File: src/rtl/telemetry_rx.sv
// rtl/telemetry_rx.sv - telemetry packet parser fed by UART_rx byte handshake
// Optional stale timeout built only when TELEM_TIMEOUT_EN is defined.
module telemetry_rx #(
  parameter int TIMEOUT_CYC = 4194304
) (
  input  logic        clk,
  input  logic        rst_n,
  input  logic [7:0]  rx_data,
  input  logic        rx_rdy,
  output logic        clr_rdy,
  output logic [11:0] batt_v,
  output logic [11:0] avg_curr,
  output logic [11:0] avg_torque,
  output logic        pkt_vld,
  output logic        pkt_err,
  output logic        stale
);

  typedef enum logic [1:0] {SYNC1, SYNC2, PAYLOAD} state_t;

  state_t     state, state_nxt;
  logic [2:0] idx, idx_nxt;
  logic       err, err_nxt;
  logic       accept;
  logic       pkt_done;
  logic       pkt_good;
  logic [3:0] batt_hi, curr_hi, torque_hi;
  logic [7:0] batt_lo, curr_lo;

  // A byte still flagged while clr_rdy is high has already been consumed.
  assign accept   = rx_rdy & ~clr_rdy;
  assign pkt_good = pkt_done & ~err_nxt;

  always_ff @(posedge clk or negedge rst_n) begin
    if (!rst_n) begin
      state <= SYNC1;
      idx   <= 3'd0;
      err   <= 1'b0;
    end else begin
      state <= state_nxt;
      idx   <= idx_nxt;
      err   <= err_nxt;
    end
  end

  always_comb begin
    state_nxt = state;
    idx_nxt   = idx;
    err_nxt   = err;
    pkt_done  = 1'b0;
    if (accept) begin
      case (state)
        SYNC1: begin
          if (rx_data == 8'hAA) state_nxt = SYNC2;
        end
        SYNC2: begin
          if (rx_data == 8'h55) begin
            state_nxt = PAYLOAD;
            idx_nxt   = 3'd0;
            err_nxt   = 1'b0;
          end else if (rx_data != 8'hAA) begin
            state_nxt = SYNC1;
          end
        end
        PAYLOAD: begin
          // Even slots carry the 4-bit high part of each field.
          if (!idx[0] && (rx_data[7:4] != 4'h0)) err_nxt = 1'b1;
          if (idx == 3'd5) begin
            state_nxt = SYNC1;
            idx_nxt   = 3'd0;
            pkt_done  = 1'b1;
          end else begin
            idx_nxt = idx + 3'd1;
          end
        end
        default: state_nxt = SYNC1;
      endcase
    end
  end

  always_ff @(posedge clk or negedge rst_n) begin
    if (!rst_n) begin
      batt_hi   <= 4'h0;
      batt_lo   <= 8'h00;
      curr_hi   <= 4'h0;
      curr_lo   <= 8'h00;
      torque_hi <= 4'h0;
    end else if (accept && (state == PAYLOAD)) begin
      case (idx)
        3'd0:    batt_hi   <= rx_data[3:0];
        3'd1:    batt_lo   <= rx_data;
        3'd2:    curr_hi   <= rx_data[3:0];
        3'd3:    curr_lo   <= rx_data;
        3'd4:    torque_hi <= rx_data[3:0];
        default: ;
      endcase
    end
  end

  // The final byte goes straight into avg_torque so all three fields load together.
  always_ff @(posedge clk or negedge rst_n) begin
    if (!rst_n) begin
      clr_rdy    <= 1'b0;
      pkt_vld    <= 1'b0;
      pkt_err    <= 1'b0;
      batt_v     <= 12'h000;
      avg_curr   <= 12'h000;
      avg_torque <= 12'h000;
    end else begin
      clr_rdy <= accept;
      pkt_vld <= pkt_good;
      pkt_err <= pkt_done & err_nxt;
      if (pkt_good) begin
        batt_v     <= {batt_hi, batt_lo};
        avg_curr   <= {curr_hi, curr_lo};
        avg_torque <= {torque_hi, rx_data};
      end
    end
  end

`ifdef TELEM_TIMEOUT_EN
  localparam int CNT_W = $clog2(TIMEOUT_CYC + 1);
  localparam logic [CNT_W-1:0] CNT_MAX = CNT_W'(TIMEOUT_CYC);

  logic [CNT_W-1:0] tmo_cnt;

  // stale stays set from reset until the first good packet.
  always_ff @(posedge clk or negedge rst_n) begin
    if (!rst_n) begin
      tmo_cnt <= '0;
      stale   <= 1'b1;
    end else if (pkt_good) begin
      tmo_cnt <= '0;
      stale   <= 1'b0;
    end else if (tmo_cnt != CNT_MAX) begin
      tmo_cnt <= tmo_cnt + CNT_W'(1);
      if (tmo_cnt == (CNT_MAX - CNT_W'(1))) stale <= 1'b1;
    end
  end
`else
  logic unused_timeout;
  assign unused_timeout = (TIMEOUT_CYC != 0);

  always_ff @(posedge clk or negedge rst_n) begin
    if (!rst_n) stale <= 1'b1;
    else        stale <= 1'b0;
  end
`endif

endmodule

File: config.mk
export PLATFORM = sky130hd
export DESIGN_NAME = telemetry_rx
export DESIGN_NICKNAME = d
export VERILOG_FILES = /design/src/rtl/telemetry_rx.sv
export SDC_FILE = /design/constraint.sdc
export NUM_CORES = 1
export LEC_CHECK = 0
export CORE_MARGIN = 3
export CORE_UTILIZATION = 50
export DETAILED_ROUTE_END_ITERATION = 7
export DONT_BUFFER_PORTS = 1
export PLACE_DENSITY = 0.79
export SYNTH_ARGS = -nofsm -noshare
export SYNTH_HDL_FRONTEND = slang
export SYNTH_SLANG_ARGS = --single-unit
File: constraint.sdc
create_clock -name clk -period 1.89 [get_ports clk]
set_input_delay 0.189 -clock clk [delete_from_list [all_inputs] [get_ports clk]]
set_output_delay 0.189 -clock clk [all_outputs]
set_load 0.02 [all_outputs]
Word-level counts from Yosys, hierarchy flattened
Index checks and enable logic that the tools add are counted.
Operators by class
  reductions and logical operators: 14
  bitwise gates (word level): 5
  equality and inequality tests: 14
  add/sub/neg operators: 1
  muxes and demuxes: 15
Operators by type and width (number)
  $reduce_and 2->1: 5
  $eq 8x7->1 const B: 1
  $eq 8x8->1 const B: 1
  $mux 2: 4
  $ne 8x8->1 const B: 1
  $eq 3x2->1 const B: 2
  $eq 3x3->1 const B: 2
  $mux 1: 6
  $mux 3: 2
  $ne 2x2->1 const B: 3
  $pmux 2 s3: 1
  $pmux 3 s2: 1
  $reduce_and 4->1: 1
  $reduce_bool 4->1: 1
  $add 3x1->3 const B: 1
  $and 1x1->1: 3
  $eq 3x1->1 const B: 1
  $logic_not 3->1: 1
  $ne 3x3->1 const B: 1
  $reduce_and 3->1: 1
  $eq 2x1->1 const B: 1
  $eq 2x2->1 const B: 1
  $logic_and 1x1->1: 2
  $logic_not 2->1: 1
  other kinds (4): 5
Word-level totals
  input port bits: 11
  bits in registers: 74
  logic and storage cells: 64

Depth between registers and ports, before layout
Gate-level depths: netlist (run 1).
  depth in word-level cells: 7
  depth in mapped cells: 7
  gate-level depth less buffers: 6

Worst setup path after synthesis (run 1)
No wires, ideal clock.
  path type: register to register
  start point: reg state[0]
  end point: reg batt_lo[0]
  cell stages (with the launch flop): 7
  clock period less this slack: 1.877 ns
  arrival: 1.752 ns
  path slack: 0.013 ns
  data required time: 1.765 ns
  library setup time: 0.125 ns
  cells stage by stage: dfrtp_1 -> inv_1 -> ha_1 -> nand2_4 -> or4b_1 -> buf_6 -> mux2_4
Between the ends
  cells in the longest elaborated chain, start to end: 3
RTL lines
  from (decl): line 21  | state_t state, state_nxt;
  from (signal assigned): line 40  | state <= state_nxt;
  $eq 2x2->1: line 88  | end else if (accept && (state == PAYLOAD)) begin
  $logic_and 1x1->1: line 88
  $reduce_and 2->1 (no line)
  to (signal assigned): line 91  | 3'd1: batt_lo <= rx_data;
  to (decl): line 28  | logic [7:0] batt_lo, curr_lo;
No other way between the ends.
A chain may end at the register's enable or synchronous reset.

Worst setup path after layout (run 1)
  start point: reg state[0]
  end point: reg batt_lo[6]
Same word-level chain as after synthesis.

==> results of run 1 <==
## state kept, by name, summed over array words and instances, names as in the netlist
register and cells:
avg_curr 12, avg_torque 12, batt_v 12, batt_lo 8, curr_lo 8, batt_hi 4, curr_hi 4, torque_hi 4
idx 3, state 2, clr_rdy 1, err 1, pkt_err 1, pkt_vld 1, stale 1
## per-layer routing
metal | up-vias | global-route usage (%)
met5 | - | 0
met3 | 9 | 10.6
li1 | 769 | -
met2 | 60 | 27.0
met1 | 860 | 22.4
met4 | 0 | 4.24
## what timing repair did
action	in CTS	in global routing
endpoints found under the setup margin	2	8
gates resized for setup	1	2
endpoints found under the hold margin	108	74
## cell families after synthesis
| family | share of synthesized area (%) |
|---|---|
| muxes | 24.2 |
| and+or+nand+nor | 5.90 |
| adders and majority gates | 1.66 |
| buffers and inverters | 1.91 |
| DFF | 61.5 |
| AOI/OAI and AO/OA | 4.77 |
| other | 0.124 |
## cell usage in the layout (no fill, tap or decap), types with 2 or more instances in the layout
cell type      count
a21oi_1            3
a41oi_1            3
buf_12             2
buf_4              7
bufinv_16          3
clkbuf_1           2
clkbuf_8           9
clkinv_2           2
dfrtp_1           73
dlygate4sd3_1      8
ha_1               3
inv_1              5
mux2_2            53
mux2_4             8
nand2_1            5
nand3_1            2
nor2_1             3
nor3_1             2
nor4bb_1           2
o21ai_0            9
## metrics by stage
step / power (mW) / utilization (%)
global placement: 2.67 / 55.8
CTS: 4.18 / 61.4
finish: 4.16 / 61.6
floorplan: 2.52 / -
global route: 4.37 / 61.6
detailed placement: 2.71 / 55.8
## power groups by stage
stage	Sequential [mW]	Clock [mW]	Combinational, mW
2_1_floorplan	1.99	0	0.529
3_3_place_gp	2.04	0	0.633
3_5_place_dp	2.05	0	0.662
4_1_cts	2.02	1.47	0.692
5_1_grt	2.06	1.53	0.779
6_report	2.03	1.43	0.705
## area by class of cell
cell class | instances | area share, %
sequential | 74 | 53.0
multi-input combinational | 114 | 31.9
timing repair buffer | 17 | 4.94
clock buffer | 11 | 3.76
clock inverter | 5 | 2.94
tap | 72 | 2.58
inverter | 7 | 0.788
## worst max-delay path: stages (launching register included)
cell	delay, ps
dfrtp_1	400
inv_2	90
ha_4	160
nand2_4	60
or4b_1	460
buf_4	200
mux2_4	300
## path summary, 6_finish.rpt
check | startpoint | to | slack, ps | depth (start not counted)
min in group clk | rx_rdy | idx[2] | 50 | 2
max reg2reg | state[0] | batt_lo[6] | 100 | 6
max in group asynchronous | rst_n | stale | 2150 | 0
min reg2reg | curr_hi[2] | avg_curr[10] | 500 | 1
max | state[0] | batt_lo[6] | 100 | 6
min | rst_n | avg_curr[8] | -470 | 0
==> results.txt, run 1 <==
min Tclk post-route -> 1790 ps
Psw -> 1.03 mW
GR Util All Layers -> 18.0%
Residual DRC -> 0
I/O pin count -> 51
Clock Tree Root -> clkbuf_8
clock slew at reported path FFs -> 70 ps
DR pass1 iterations -> 4
global-route wire length before repair -> 9670 um
placed cell area -> 0.00317 mm2
initial antenna violation count -> 0
Clk network pwr share -> 34.3%
crit share post-route -> 94.9%
Die Y -> 83.6 um
Top FF cell, synth -> dfrtp_1
power per cell area -> 1190 mW/mm2
Vias/cell -> 5.66
top sig layer -> met4
Die ar. -> 0.00700 mm2
Post-synth EDFFs -> 0
failing checks -> negative hold slack
most frequent cell after synthesis -> dfrtp_1
total CTS buffers -> 9
final hold violations -> 74
combinational group share of total power -> 17.0%
Seq. cell area -> 0.00185 mm2
Pleak -> 1.72 nW
Worst-Margin Slew -> 497 ps
Setup crit start kind -> flip-flop
non-filler instance count after layout -> 300
minimum hold slack -> -467 ps
Die W -> 83.6 um
pin count of the biggest net entering global routing -> 75
1st-iter DRT viols -> 94
Num Clock Sinks -> 74
Final ANT Viol Nets -> 0
layout cells sized above 1 -> 40.4%
gr ovfl total -> 0
Fill cells -> 426
syn nets -> 215
Post-Synthesis Cells -> 200
Final Setup Violations -> 0
top-area cell type share of the netlist area -> 60.6%
Placed Cells -> 276
sequential area share after synthesis -> 61.5%
Syn. warnings -> 0
final wirelength -> 5880 um
status -> finished, violations left
postcts setup bufs -> 0
max_slew headroom -> 66.4%
CTS Buffer Depth -> 2
drt wl/cell -> 19.6 um
Core Rows -> 27
critical path class -> reg2reg
H-tree Lvls -> 3
Slew Viols, Final -> 0
ys async rst share -> 100%
Mean Syn Cell Area -> 15.1 um2
number of global-route vias before repair -> 1804
Setup WS post-layout -> 95.9 ps
Worst Hold Class -> in2async
Clock Skew -> 8.11 ps
VDD IR-drop max -> 714 uV
Post-synth top cells -> dfrtp_1, mux2_2, o21ai_0, mux2_4, inv_1
Yosys top cell by area -> dfrtp_1
nets@finish -> 238
footprint of the multi-input gates -> 0.00112 mm2
Post-Route M1 WL -> 2610 um
core area -> 0.00568 mm2
worst path required time -> 2120 ps
Final GP Congestion -> 0.827
Yosys reg bits -> 74
CP max FO -> 9
Non-Filler Cell Area, Final -> 0.00349 mm2
placed wire-length estimate -> 3870 um
cell internal pwr -> 3.13 mW
area grow syn2layout -> 15.9%
Sequential Power Share -> 48.7%
CP Data Arrival Time -> 2030 ps
Max Freq -> 557 MHz
RSZ-0062 raised after global routing -> false
Clk Latency, worst-skew pair -> 350 ps
cts hold-fix bufs -> 8
DP Worst Slack -> 2.86 ps
effective utilization at floorplan -> 53.1%
Max Cap Viol -> 0
Vias -> 1698
synth top area cells -> dfrtp_1, mux2_2, mux2_4
Netlist Area Pre-Place -> 0.00301 mm2
switching portion of total power -> 24.8%
final setup TNS -> 0 ps
synth unique cells -> 38
WL met3 -> 597 um
met2 routed WL -> 2610 um
Antenna Cells -> 0
Port Buf Inserts -> 0
Crit. End Element -> flip-flop
CTS tree -> done
Power figures use the tool's default switching activity.
==> inputs of run 2 (changes only) <==
CORE_UTILIZATION = 30   (was 50)
HOLD_SLACK_MARGIN = 0.15   (was not set)
PLACE_DENSITY = 0.56   (was 0.79)
==> results.txt, run 2 (synthesis results as in run 1) <==
GR Util All Layers -> 13.2%
I/O pin count -> 51
Vias -> 1781
DR pass1 iterations -> 4
core area -> 0.00950 mm2
Num Clock Sinks -> 74
CP max FO -> 7
power per cell area -> 1130 mW/mm2
commonest non-fill, non-tap cell in the layout -> dfrtp_1
CTS Buffer Depth -> 2
nets@finish -> 253
max_slew headroom -> 64.6%
layout cells sized above 1 -> 43.6%
Antenna Cells -> 0
1st-iter DRT viols -> 79
placed cell area -> 0.00324 mm2
number of global-route vias before repair -> 1843
non-filler instance count after layout -> 372
commonest cells after routing, fill and taps aside -> dfrtp_1, mux2_2, buf_4
post-route core utilization -> 38.4%
Seq. cell area -> 0.00185 mm2
area grow syn2layout -> 21.0%
min Tclk post-route -> 1840 ps
final hold violations -> 74
H-tree Lvls -> 3
Max Freq -> 543 MHz
effective utilization at floorplan -> 31.7%
Residual DRC -> 0
VDD IR-drop max -> 361 uV
CP Data Arrival Time -> 2070 ps
Worst-Margin Slew -> 529 ps
Fill cells -> 914
clock slew at reported path FFs -> 80 ps
Slew Viols, Final -> 0
cts hold-fix bufs -> 9
Final ANT Viol Nets -> 0
minimum hold slack -> -470 ps
Placed Cells -> 337
Crit. End Element -> flip-flop
status -> finished, violations left
final wirelength -> 7050 um
drt wl/cell -> 18.9 um
critical path class -> reg2reg
crit share post-route -> 97.4%
failing checks -> negative hold slack
footprint of the multi-input gates -> 0.00112 mm2
Die ar. -> 0.0113 mm2
Clock Skew -> 6.66 ps
Die W -> 106 um
total power -> 4.13 mW
placed wire-length estimate -> 4400 um
biggest regs -> avg_curr (12), avg_torque (12), batt_v (12)
Final Setup Violations -> 0
Core Rows -> 35
Clock Tree Root -> clkbuf_8
initial antenna violation count -> 0
gr ovfl total -> 0
Setup crit start kind -> flip-flop
worst path required time -> 2120 ps
Max Cap Viol -> 0
Final GP Congestion -> 0.829
pin count of the biggest net entering global routing -> 75
Pleak -> 1.79 nW
Port Buf Inserts -> 0
RSZ-0062 raised after global routing -> true
global-route wire length before repair -> 11100 um
Worst Reg-to-Reg Cells -> 7
CTS tree -> done
Vias/cell -> 4.79
Clk Latency, worst-skew pair -> 350 ps
Non-Filler Cell Area, Final -> 0.00365 mm2
Worst Hold Class -> in2async
Die Y -> 106 um
total CTS buffers -> 9
-- run 2: final timing paths --
path	from	end	slack, ps
worst max-delay path	state[0]	avg_torque[11]	50
worst min-delay path	rst_n	avg_curr[10]	-470
worst max register to register	state[0]	avg_torque[11]	50
worst min register to register	curr_hi[2]	avg_curr[10]	490
max in group asynchronous	rst_n	stale	2160
min in group clk	rx_rdy	idx[0]	230
-- run 2: what timing repair did --
item,4_1_cts,5_1_grt
gates resized for setup,0,10
hold endpoints to repair,113,74
endpoints found under the setup margin,0,48
setup buffers,0,9
-- run 2: critical path, cell delays in order, from the launching register on --
cell and delay, ps:
dfrtp_1 400, inv_2 90, ha_4 150, nand2_4 40, buf_4 140, nor3_4 270, buf_2 280, mux2_2 350
-- run 2: through the flow --
stage / setup TNS [ps] / setup slack (ps)
after floorplan: 0 / 12.6
after global placement: 0 / 27.6
after detailed placement: 0 / 23.2
after CTS: 0 / 4.05
after global routing: -250 / -22.1
final: 0 / 50.1
-- run 2: power by group --
group / leakage [nW] / switching, mW / internal [mW]
Sequential: 1.00 / 0.179 / 1.84
Clock: 0.107 / 0.571 / 0.742
Combinational: 0.678 / 0.334 / 0.460
Total: 1.79 / 1.08 / 3.05
-- run 2: layout make-up --
cell class / instances / share of cell area, %
multi-input cells: 114 / 30.8
well taps: 129 / 4.42
repair buffers: 32 / 7.34
inverters: 7 / 0.857
clock buffers: 11 / 3.60
flip-flops and latches: 74 / 50.8
clock inverters: 5 / 2.16
-- run 2: per-layer routing --
layer / wire length, um / up-vias / track usage, %
li1: - / 799 / -
met1: 3050 / 905 / 17.1
met2: 3280 / 66 / 19.7
met3: 597 / 11 / 5.77
met5: 0 / - / 0
met4: 123 / 0 / 4.72
==> inputs of run 3 (changes only) <==
PLACE_DENSITY = not set   (was 0.56)
SKIP_LAST_GASP = 1   (was not set)
==> results.txt, run 3 (synthesis results as in run 1) <==
Final GP Congestion -> 0.829
area grow syn2layout -> 17.7%
Setup crit start kind -> flip-flop
worst path bufs/invs -> 2
slowest CP cell -> or4b_1
Clock Tree Root -> clkbuf_8
commonest cells after routing, fill and taps aside -> dfrtp_1, mux2_2, buf_4
crit share post-route -> 95.3%
effective utilization at floorplan -> 31.7%
total power -> 4.04 mW
CTS Buffer Depth -> 2
Worst Reg-to-Reg Cells -> 6
final hold violations -> 74
Die ar. -> 0.0113 mm2
Reg-to-Reg Start -> clr_rdy
Vias/cell -> 4.75
Die W -> 106 um
crit-path cells -> nand2b_4, clkinv_2, nand2_4, or4b_1, buf_4, mux2_4
Worst Hold Class -> in2async
total CTS buffers -> 9
Die Y -> 106 um
CTS tree -> done
status -> finished, violations left
GR Util All Layers -> 12.0%
Crit. End Element -> flip-flop
Worst R2R End -> batt_lo[4]
biggest regs -> avg_curr (12), avg_torque (12), batt_v (12)
failing checks -> negative hold slack
layout cells sized above 1 -> 41.6%
drt wl/cell -> 17.9 um
final wirelength -> 6430 um
number of global-route vias before repair -> 1754
min Tclk post-route -> 1800 ps
I/O pin count -> 51
initial antenna violation count -> 0
1st-iter DRT viols -> 96
core area -> 0.00950 mm2
Antenna Cells -> 0
Slew Viols, Final -> 0
CP peak stage delay -> 490 ps
Port Buf Inserts -> 0
minimum hold slack -> -467 ps
max_slew headroom -> 66.2%
Pleak -> 1.73 nW
Worst-Margin Slew -> 495 ps
VDD IR-drop max -> 413 uV
commonest non-fill, non-tap cell in the layout -> dfrtp_1
placed wire-length estimate -> 4180 um
Clock Skew -> 4.69 ps
nets@finish -> 242
Clk Latency, worst-skew pair -> 340 ps
CP Data Arrival Time -> 2030 ps
Residual DRC -> 0
CP max FO -> 6
Vias -> 1709
Max Freq -> 555 MHz
final setup TNS -> 0 ps
RSZ-0062 raised after global routing -> false
Core Rows -> 35
Final ANT Viol Nets -> 0
DR pass1 iterations -> 4
pin count of the biggest net entering global routing -> 75
critical path class -> reg2reg
cts hold-fix bufs -> 9
Num Clock Sinks -> 74
Final Setup Violations -> 0
cell family with most CP delay -> simple AND/OR/NAND/NOR gates
clock slew at reported path FFs -> 70 ps
power per cell area -> 1140 mW/mm2
Fill cells -> 938
H-tree Lvls -> 3
postcts setup bufs -> 0
reg-to-reg slack, setup -> 90 ps
worst path required time -> 2120 ps
global-route wire length before repair -> 10200 um
Max Cap Viol -> 0
gr ovfl total -> 0
[run 3: cell types whose count changed in the layout (fill, tap and decap cells not counted), sizes merged]
cell / before / now
clkbuf: 11 / 9
clkinvlp: 0 / 1
inv: 7 / 6
clkinv: 3 / 4
buf: 23 / 12
[run 3: where the power goes]
| group | switching [mW] | leakage, nW | internal (mW) | total (mW) |
|---|---|---|---|---|
| clock network | 0.565 | 0.105 | 0.728 | 1.29 |
| logic | 0.296 | 0.621 | 0.422 | 0.718 |
| registers | 0.184 | 1.00 | 1.84 | 2.03 |
| total | 1.05 | 1.73 | 2.99 | 4.04 |
[run 3: cell type report]
type | count | area, um2 | area share (%)
Timing Repair Buffer | 21 | 184 | 5.18
Sequential cell | 74 | 1850 | 52.2
Clock buffer | 9 | 124 | 3.49
Tap cell | 129 | 161 | 4.55
Clock inverter | 6 | 82.6 | 2.33
Multi-Input combinational cell | 114 | 1120 | 31.5
Inverter | 7 | 27.5 | 0.776
[run 3: routing by layer]
metal	up-vias	wire, um	global-route usage (%)
met5	-	0	0
met4	0	70	3.61
met3	7	601	6.86
met2	51	2940	17.8
met1	872	2820	14.8
li1	779	-	-
[run 3: timing repair]
item / CTS / global route
hold endpoints to repair: 113 / 74
endpoints found under the setup margin: 0 / 30
gates resized for setup: 0 / 4
[run 3: stage by stage]
stage / util, % / instances / instance area, um2 / setup WS, ps
2_1_floorplan: - / 200 / 3010 / 12.6
3_3_place_gp: 34.0 / 336 / 3240 / 38.9
3_5_place_dp: 34.0 / 336 / 3240 / 11.8
4_1_cts: 37.2 / 360 / 3530 / 3.59
5_1_grt: 37.3 / 360 / 3550 / 1.36
6_report: 37.3 / 360 / 3550 / 89.5
[run 3: worst reg2reg max path, stage by stage, from the launching register on]
cell	delay (ps)
dfrtp_1	380
nand2b_4	170
clkinv_2	100
nand2_4	80
or4b_1	490
buf_4	190
mux2_4	300
[run 3: how the worst max path moves through the flow]
stage | slack [ps] | end | from | cells after the start
5_1_grt | 1 | batt_lo[7] | clr_rdy | 6
4_1_cts | 4 | batt_lo[4] | state[0] | 6
3_3_place_gp | 40 | batt_lo[4] | state[0] | 6
2_1_floorplan | 10 | batt_lo[0] | state[0] | 6
6_report | 90 | batt_lo[4] | clr_rdy | 6
3_5_place_dp | 10 | batt_lo[4] | state[0] | 6
